<file path="src/rtl/if_stage.sv">
// MIPS fetch stage: owns the PC, selects the next fetch address from ID's
// redirect request, and registers the fetched word into the IF/ID latch.
module if_stage #(
  parameter logic [31:0] RESET_PC = 32'h0000_3000,
  parameter int unsigned IM_WORDS = 1024
) (
  input  logic        clk,
  input  logic        reset,
  input  logic        stall,
  input  logic        flush,
  input  logic [1:0]  npc_sel,
  input  logic        br_taken,
  input  logic [15:0] imm16,
  input  logic [25:0] index26,
  input  logic [31:0] jr_target,
  input  logic [31:0] ins_in,
  output logic [31:0] pc,
  output logic [31:0] id_ins,
  output logic [31:0] id_pc,
  output logic [31:0] id_pc8,
  output logic        id_valid,
  output logic        id_adel
);

  // One past the last legal fetch address; 33 bits so the bound cannot wrap.
  localparam logic [32:0] IM_END = {1'b0, RESET_PC} + (33'(IM_WORDS) << 2);

  logic [31:0] npc;
  logic [31:0] pc_plus4;
  logic [31:0] br_target;
  logic        adel_if;

  // Redirect targets are relative to id_pc, so the word now in IF is the delay slot.
  always_comb begin
    pc_plus4  = pc + 32'd4;
    br_target = id_pc + 32'd4 + {{14{imm16[15]}}, imm16, 2'b00};
    npc       = pc_plus4;
    case (npc_sel)
      2'd1:    npc = br_taken ? br_target : pc_plus4;
      2'd2:    npc = {id_pc[31:28], index26, 2'b00};
      2'd3:    npc = jr_target;
      default: npc = pc_plus4;
    endcase
  end

  assign adel_if = (pc[1:0] != 2'b00) || (pc < RESET_PC) || ({1'b0, pc} >= IM_END);

  always_ff @(posedge clk or negedge reset) begin
    if (!reset) begin
      pc       <= RESET_PC;
      id_ins   <= '0;
      id_pc    <= RESET_PC;
      id_pc8   <= RESET_PC + 32'd8;
      id_valid <= 1'b0;
      id_adel  <= 1'b0;
    end else if (!stall) begin
      pc     <= npc;
      id_pc  <= pc;
      id_pc8 <= pc + 32'd8;
      if (flush) begin
        id_ins   <= '0;
        id_valid <= 1'b0;
        id_adel  <= 1'b0;
      end else begin
        id_ins   <= adel_if ? '0 : ins_in;
        id_valid <= 1'b1;
        id_adel  <= adel_if;
      end
    end
  end

endmodule

</file>
<file path="config.mk">
export PLATFORM = sky130hd
export DESIGN_NAME = if_stage
export DESIGN_NICKNAME = d
export VERILOG_FILES = /design/src/rtl/if_stage.sv
export SDC_FILE = /design/constraint.sdc
export NUM_CORES = 1
export LEC_CHECK = 0
export BUFFER_PORTS_ARGS = -buffer_cell sky130_fd_sc_hd__buf_2
export CAP_MARGIN = 20
export CORE_MARGIN = 2
export CORE_UTILIZATION = 58
export CTS_CLUSTER_DIAMETER = 40
export DETAILED_ROUTE_END_ITERATION = 8
export PLACE_DENSITY = 0.84
export SYNTH_ARGS = -nofsm -noshare
export SYNTH_HDL_FRONTEND = slang
export SYNTH_SLANG_ARGS = --single-unit
export TNS_END_PERCENT = 20
</file>
<file path="constraint.sdc">
create_clock -name clk -period 7.8 [get_ports clk]
set_clock_uncertainty 0.2 [all_clocks]
set_input_delay 1.56 -clock clk [delete_from_list [all_inputs] [get_ports clk]]
set_output_delay 1.56 -clock clk [all_outputs]
set_load 0.01 [all_outputs]
</file>
After elaboration in Yosys (flattened, before gate mapping)
Index checks and enable logic that the tools add are counted.
{"block": "totals", "ff_bits": 130, "wordCells": 24}
{"block": "op_classes", "addsub": 4, "n_lt_le_gt_ge": 2, "n_eq_ne": 3, "mux": 6, "reduce_logical": 3}
{"cell": "32-bit 2-to-1 mux", "count": 3}
{"cell": "32-bit case mux with 3 select lines", "count": 1}
{"cell": "32-bit by 3-bit adder with 32-bit output (second input constant)", "count": 2}
{"cell": "32-bit adder", "count": 1}
{"cell": "32-bit by 4-bit adder with 32-bit output (second input constant)", "count": 1}
{"cell": "32-bit by 15-bit greater-or-equal comparator with 1-bit output (second input constant)", "count": 1}
{"cell": "32-bit by 14-bit < comparator with 1-bit output (second input constant)", "count": 1}
{"cell": "2-bit == test (second input constant)", "count": 2}
{"cell": "2-bit by 1-bit == test with 1-bit output (second input constant)", "count": 1}
{"cell": "1-bit logical OR", "count": 2}
{"cell": "1-bit 2-to-1 mux", "count": 2}
{"cell": "2-bit nonzero test", "count": 1}

Logic depth before layout (Yosys ltp)
{"block": "logic_depth", "depth_word": 5, "ltp_mapped": 14, "mapped_depth_nobuf": 14}

Worst setup path after synthesis
Ideal clock, no wire load.
{"block": "synth_timing", "kind": "in2reg", "startpoint": "input port imm16[1]", "endpoint": "register pc[21]", "setup_time_ns": 0.124, "t_arrival_ns": 3.647, "required_time_ns": 7.476, "setup_slack_ns": 3.828, "path_stages": 12, "path_buffers": 0, "cell_sequence": "ha_1 -> ha_1 -> inv_1 -> fa_1 -> nor2b_2 -> o31ai_4 -> a21oi_4 -> a31oi_1 -> or2_2 -> and3_1 -> o21ai_1 -> a2bb2oi_1"}
{"block": "synth_via", "elab_chain_cells": 3}
{"element": "from (decl)", "line_no": "13", "source": "input logic [15:0] imm16,"}
{"element": "32-bit adder", "line_no": "36", "source": "br_target = id_pc + 32'd4 + {{14{imm16[15]}}, imm16, 2'b00};"}
{"element": "32-bit 2-to-1 mux", "line_no": "39", "source": "2'd1: npc = br_taken ? br_target : pc_plus4;"}
{"element": "32-bit case mux with 3 select lines", "line_no": "38", "source": "case (npc_sel)"}
{"element": "to (signal assigned)", "line_no": "57", "source": "pc <= npc;"}
{"element": "to (decl)", "line_no": "17", "source": "output logic [31:0] pc,"}
No other way between the ends.
A chain may end at the register's enable or synchronous reset.

Worst setup path in the final report
{"block": "layout_timing", "startpoint": "input port imm16[15]", "endpoint": "register pc[30]"}
Same word-level chain as after synthesis.

==> run_summary.xml <==
<?xml version="1.0" encoding="UTF-8"?>
<metrics>
  <group name="die">
    <metric name="start_util" unit="%">59.1</metric>
    <metric name="die-area" unit="mm2">0.0164</metric>
    <metric name="top_level_ports" unit="">243</metric>
    <metric name="die_y" unit="um">128</metric>
    <metric name="dieWidth" unit="um">128</metric>
    <metric name="core_box_area" unit="mm2">0.0151</metric>
    <metric name="num_rows" unit="">45</metric>
  </group>
  <group name="layout">
    <metric name="finalNetCount" unit="">1341</metric>
    <metric name="drive_gt1_share" unit="%">30.8</metric>
    <metric name="area_delta_synth_final" unit="%">19.4</metric>
    <metric name="multi_input_comb_area" unit="mm2">0.00529</metric>
    <metric name="fillCellCount" unit="">1165</metric>
    <metric name="number_of_antenna_diodes" unit="">0</metric>
    <metric name="post_route_core_utilization" unit="%">70.5</metric>
    <metric name="design_area" unit="mm2">0.0106</metric>
    <metric name="layout.area.seq" unit="mm2">0.00319</metric>
  </group>
  <group name="pwr">
    <metric name="power_frac_seq" unit="%">33.4</metric>
    <metric name="vdd_ir_drop_max" unit="V">0.000154</metric>
    <metric name="clock_power_share" unit="%">28.1</metric>
    <metric name="power.switching_fraction" unit="%">39.6</metric>
    <metric name="power_report.internal_total" unit="W">0.00169</metric>
    <metric name="switching_power" unit="W">0.00111</metric>
    <metric name="p_leak" unit="nW">5.16</metric>
    <metric name="power_frac_comb" unit="%">38.5</metric>
    <metric name="cellPowerDensity" unit="mW/mm2">264</metric>
  </group>
  <group name="global_routing">
    <metric name="vias_in_the_first_global_route" unit="">7744</metric>
    <metric name="globalRoute.totalOverflow" unit="">0</metric>
    <metric name="initial_antenna_violation_count" unit="">0</metric>
    <metric name="gr-usage-all-layers" unit="%">32.0</metric>
    <metric name="wire_length_of_the_first_global_routing_pass" unit="um">41100</metric>
    <metric name="grt_max_degree" unit="">107</metric>
  </group>
  <group name="clock_network">
    <metric name="cts-buffers-inserted" unit="">17</metric>
    <metric name="ctsRootBufferMaster" unit="">sky130_fd_sc_hd__clkbuf_16</metric>
    <metric name="post_cts.repair.setup_buffers" unit="">0</metric>
    <metric name="cts.hold.buffers_added" unit="">0</metric>
    <metric name="cts_tree" unit="">yes</metric>
    <metric name="clk_path_buf_depth" unit="">2</metric>
    <metric name="worstSkewPairLatency" unit="ps">420</metric>
    <metric name="tritoncts_num_sinks" unit="">127</metric>
    <metric name="htree_levels" unit="">4</metric>
    <metric name="cts_repair_resize_count" unit="">0</metric>
    <metric name="cts.reportedPaths.clkPinSlew" unit="ps">60</metric>
  </group>
  <group name="sta">
    <metric name="setup-tns-final" unit="ps">0</metric>
    <metric name="unrepaired_setup_endpoints_after_global_routing" unit="">no</metric>
    <metric name="final_count_of_negative_setup_slack_endpoints" unit="">0</metric>
    <metric name="worst-slew-pin-transition" unit="ps">1020</metric>
    <metric name="timing.max_slew.rel_slack" unit="%">31.9</metric>
    <metric name="timing.final.hold_violations" unit="">0</metric>
    <metric name="final.hold.worst_slack" unit="ps">281</metric>
    <metric name="max_freq" unit="MHz">243</metric>
    <metric name="layout_worst_path_cycle_share" unit="%">52.7</metric>
    <metric name="worst_slack" unit="ps">3690</metric>
    <metric name="finalWorstPathRequiredPeriod" unit="ps">4110</metric>
    <metric name="timing_max_transition_violations_final" unit="">0</metric>
  </group>
  <group name="drt">
    <metric name="drc_errors" unit="">0</metric>
    <metric name="starting_drt_drc_count" unit="">886</metric>
    <metric name="drt-vias-per-instance" unit="">6.21</metric>
    <metric name="drtPass1Iterations" unit="">6</metric>
    <metric name="final_routed_wire_length_divided_by_cell_count" unit="um">19.4</metric>
    <metric name="route.final.wire_length" unit="um">26500</metric>
    <metric name="detailroute.via_count" unit="">8489</metric>
    <metric name="drtAntennaViolNets" unit="">0</metric>
  </group>
  <group name="logic_synthesis">
    <metric name="syn-mean-instance-area" unit="um2">9.10</metric>
    <metric name="synth_mux_area_share" unit="%">6.72</metric>
    <metric name="synth-xor-area-share" unit="%">5.31</metric>
    <metric name="postSynthNetCount" unit="">1153</metric>
    <metric name="synth-compound-area-share" unit="%">21.6</metric>
    <metric name="synth_sequential_area_ratio" unit="%">35.8</metric>
    <metric name="synthMostInstantiatedCell" unit="">sky130_fd_sc_hd__nand2_1</metric>
    <metric name="yosysUniqueCellTypes" unit="">84</metric>
    <metric name="synth_simple_gate_area_share" unit="%">17.1</metric>
    <metric name="ys_seq_elements" unit="">127</metric>
    <metric name="synth_adder_area_share" unit="%">8.65</metric>
    <metric name="yosys_most_used_dff" unit="">sky130_fd_sc_hd__dfrtp_1</metric>
    <metric name="synthDominantAreaCellType" unit="">sky130_fd_sc_hd__dfrtp_1</metric>
    <metric name="synth_edf_count" unit="">0</metric>
    <metric name="synth.top_cells.by_area" unit="">sky130_fd_sc_hd__dfrtp_1 (34%), sky130_fd_sc_hd__ha_1 (8.4%), sky130_fd_sc_hd__mux2_2 (5.9%)</metric>
    <metric name="syn-instance-count" unit="">979</metric>
    <metric name="mappedNetlistArea" unit="mm2">0.00891</metric>
    <metric name="synth_top_family_by_area" unit="">compound AO/OA/AOI/OAI gates</metric>
    <metric name="asyncSetResetFlopFracSynth" unit="%">100</metric>
    <metric name="synth_top_cells_by_count" unit="">sky130_fd_sc_hd__nand2_1 (127), sky130_fd_sc_hd__dfrtp_1 (120), sky130_fd_sc_hd__o21ai_0 (76), sky130_fd_sc_hd__ha_1 (60), sky130_fd_sc_hd__a21oi_1 (55)</metric>
    <metric name="synth_top_cell_area_share" unit="%">33.7</metric>
    <metric name="yosys_warnings" unit="">0</metric>
  </group>
  <group name="run">
    <metric name="drv.max_cap_violation_count" unit="">0</metric>
  </group>
  <group name="placed_design">
    <metric name="dp_worst_setup_slack" unit="ps">3320</metric>
    <metric name="numPortBuffers" unit="">242</metric>
    <metric name="placement.cell_area" unit="mm2">0.0100</metric>
    <metric name="detailedPlacementHpwl" unit="um">19700</metric>
    <metric name="gp_congestion" unit="">0.966</metric>
  </group>
  <group name="setup_path">
    <metric name="category_of_the_most_critical_setup_path" unit="">input port to flip-flop</metric>
    <metric name="critical_path.startpoint" unit="">imm16[15]</metric>
    <metric name="worstPathCellList" unit="">buf_2 &gt; ha_1 &gt; ha_1 &gt; and3_2 &gt; nand2_1 &gt; nor3_2 &gt; nand3_1 &gt; o21a_1 &gt; a21oi_1 &gt; xor2_1 &gt; a22o_1</metric>
    <metric name="worst_setup_path_start_kind" unit="">input port</metric>
    <metric name="setup.worst_path.end_class" unit="">flip-flop</metric>
    <metric name="crit_path_top_delay_cell" unit="">sky130_fd_sc_hd__ha_1</metric>
    <metric name="worstReg2RegStart" unit="">id_pc[3]</metric>
    <metric name="worst-path-max-fanout" unit="">15</metric>
    <metric name="cp.arrival" unit="ps">4280</metric>
    <metric name="crit_required" unit="ps">7970</metric>
    <metric name="slowest_delay" unit="ps">440</metric>
    <metric name="cpMostUsedCell" unit="">sky130_fd_sc_hd__ha_1</metric>
  </group>
  <group name="status">
    <metric name="outcome" unit="">complete, no violations</metric>
  </group>
  <group name="worst_hold_path">
    <metric name="min_path_type" unit="">flip-flop to flip-flop</metric>
    <metric name="min_from" unit="">id_pc8[11]</metric>
  </group>
</metrics>
[power by group through the flow]
| stage | logic [W] | registers (W) | clock network (W) |
|---|---|---|---|
| 6_report | 0.00108 | 0.000936 | 0.000789 |
| 5_1_grt | 0.00118 | 0.000951 | 0.000832 |
| 4_1_cts | 0.00106 | 0.000930 | 0.000797 |
| 3_5_place_dp | 0.00106 | 0.000941 | 0 |
| 3_3_place_gp | 0.00105 | 0.000935 | 0 |
| 2_1_floorplan | 0.000739 | 0.000905 | 0 |
[critical path, delay by kind of cell]
kind | cells | cell delay, ps
AOI/OAI and AO/OA | 3 | 580
xor gates and xnor gates | 1 | 290
adders and majority gates | 2 | 740
buffers and inverters | 1 | 290
and+or+nand+nor | 4 | 820
[area by class of cell]
cell class / count / area share, %
multi-input cells: 757 / 49.7
clock buffers: 20 / 4.39
well taps: 188 / 2.21
flip-flops and latches: 127 / 30.0
repair buffers: 247 / 12.0
clock inverters: 12 / 1.16
inverters: 17 / 0.600
[final timing paths]
path / endpoint / depth (start not counted) / slack, ps
max in group asynchronous: id_valid / 2 / 5020
worst min-delay path: id_pc8[11] / 2 / 280
min in group asynchronous: id_pc8[7] / 1 / 1010
worst max register to register: pc[27] / 12 / 4580
worst max-delay path: pc[30] / 11 / 3690
worst min register to register: id_pc8[11] / 2 / 280
[metal layers]
metal  vias up  wire length (um)  share of wire, %  global-route usage [%]
li1       3941                 -                 -                       -
met2       475             12300                46                    51.2
met4         0               681               2.6                    10.4
met1      4021             11300                42                    44.7
met5         -                 0                 0                       0
met3        52              2280               8.6                    5.09
[metrics by stage]
stage | power (W) | instances
5_1_grt | 0.00296 | 1368
3_3_place_gp | 0.00198 | 1335
3_5_place_dp | 0.00200 | 1335
6_report | 0.00280 | 1368
4_1_cts | 0.00279 | 1367
2_1_floorplan | 0.00164 | 979
[cell usage in the layout (no fill, tap or decap), types with 8 or more instances in the layout]
cell,count
sky130_fd_sc_hd__buf_2,240
sky130_fd_sc_hd__nand2_1,127
sky130_fd_sc_hd__dfrtp_1,120
sky130_fd_sc_hd__o21ai_0,76
sky130_fd_sc_hd__ha_1,60
sky130_fd_sc_hd__a21oi_1,55
sky130_fd_sc_hd__nor2_1,54
sky130_fd_sc_hd__mux2_2,47
sky130_fd_sc_hd__a22o_1,37
sky130_fd_sc_hd__xnor2_1,30
sky130_fd_sc_hd__nand3_1,26
sky130_fd_sc_hd__xor2_1,24
sky130_fd_sc_hd__a21o_1,20
sky130_fd_sc_hd__clkbuf_16,17
sky130_fd_sc_hd__inv_1,16
sky130_fd_sc_hd__nand4_1,14
sky130_fd_sc_hd__and3_1,12
sky130_fd_sc_hd__o21ai_1,11
sky130_fd_sc_hd__nor3_1,11
sky130_fd_sc_hd__and2_1,10
sky130_fd_sc_hd__o221ai_1,9
sky130_fd_sc_hd__nor4_1,8
sky130_fd_sc_hd__nand2b_1,8
[logic make-up after synthesis]
| group | count (synthesis) |
|---|---|
| mux | 54 |
| flops | 127 |
| compound gates | 282 |
| buf+inv | 95 |
| simple gates | 306 |
| xor+xnor | 54 |
| fa+ha+maj | 61 |
[registers in the layout, summed over array words and instances, names as in the netlist]
signal and count:
id_pc8 29, id_adel 1, id_valid 1, id_pc 32, id_ins 32, pc 32
Power figures use the tool's default switching activity.
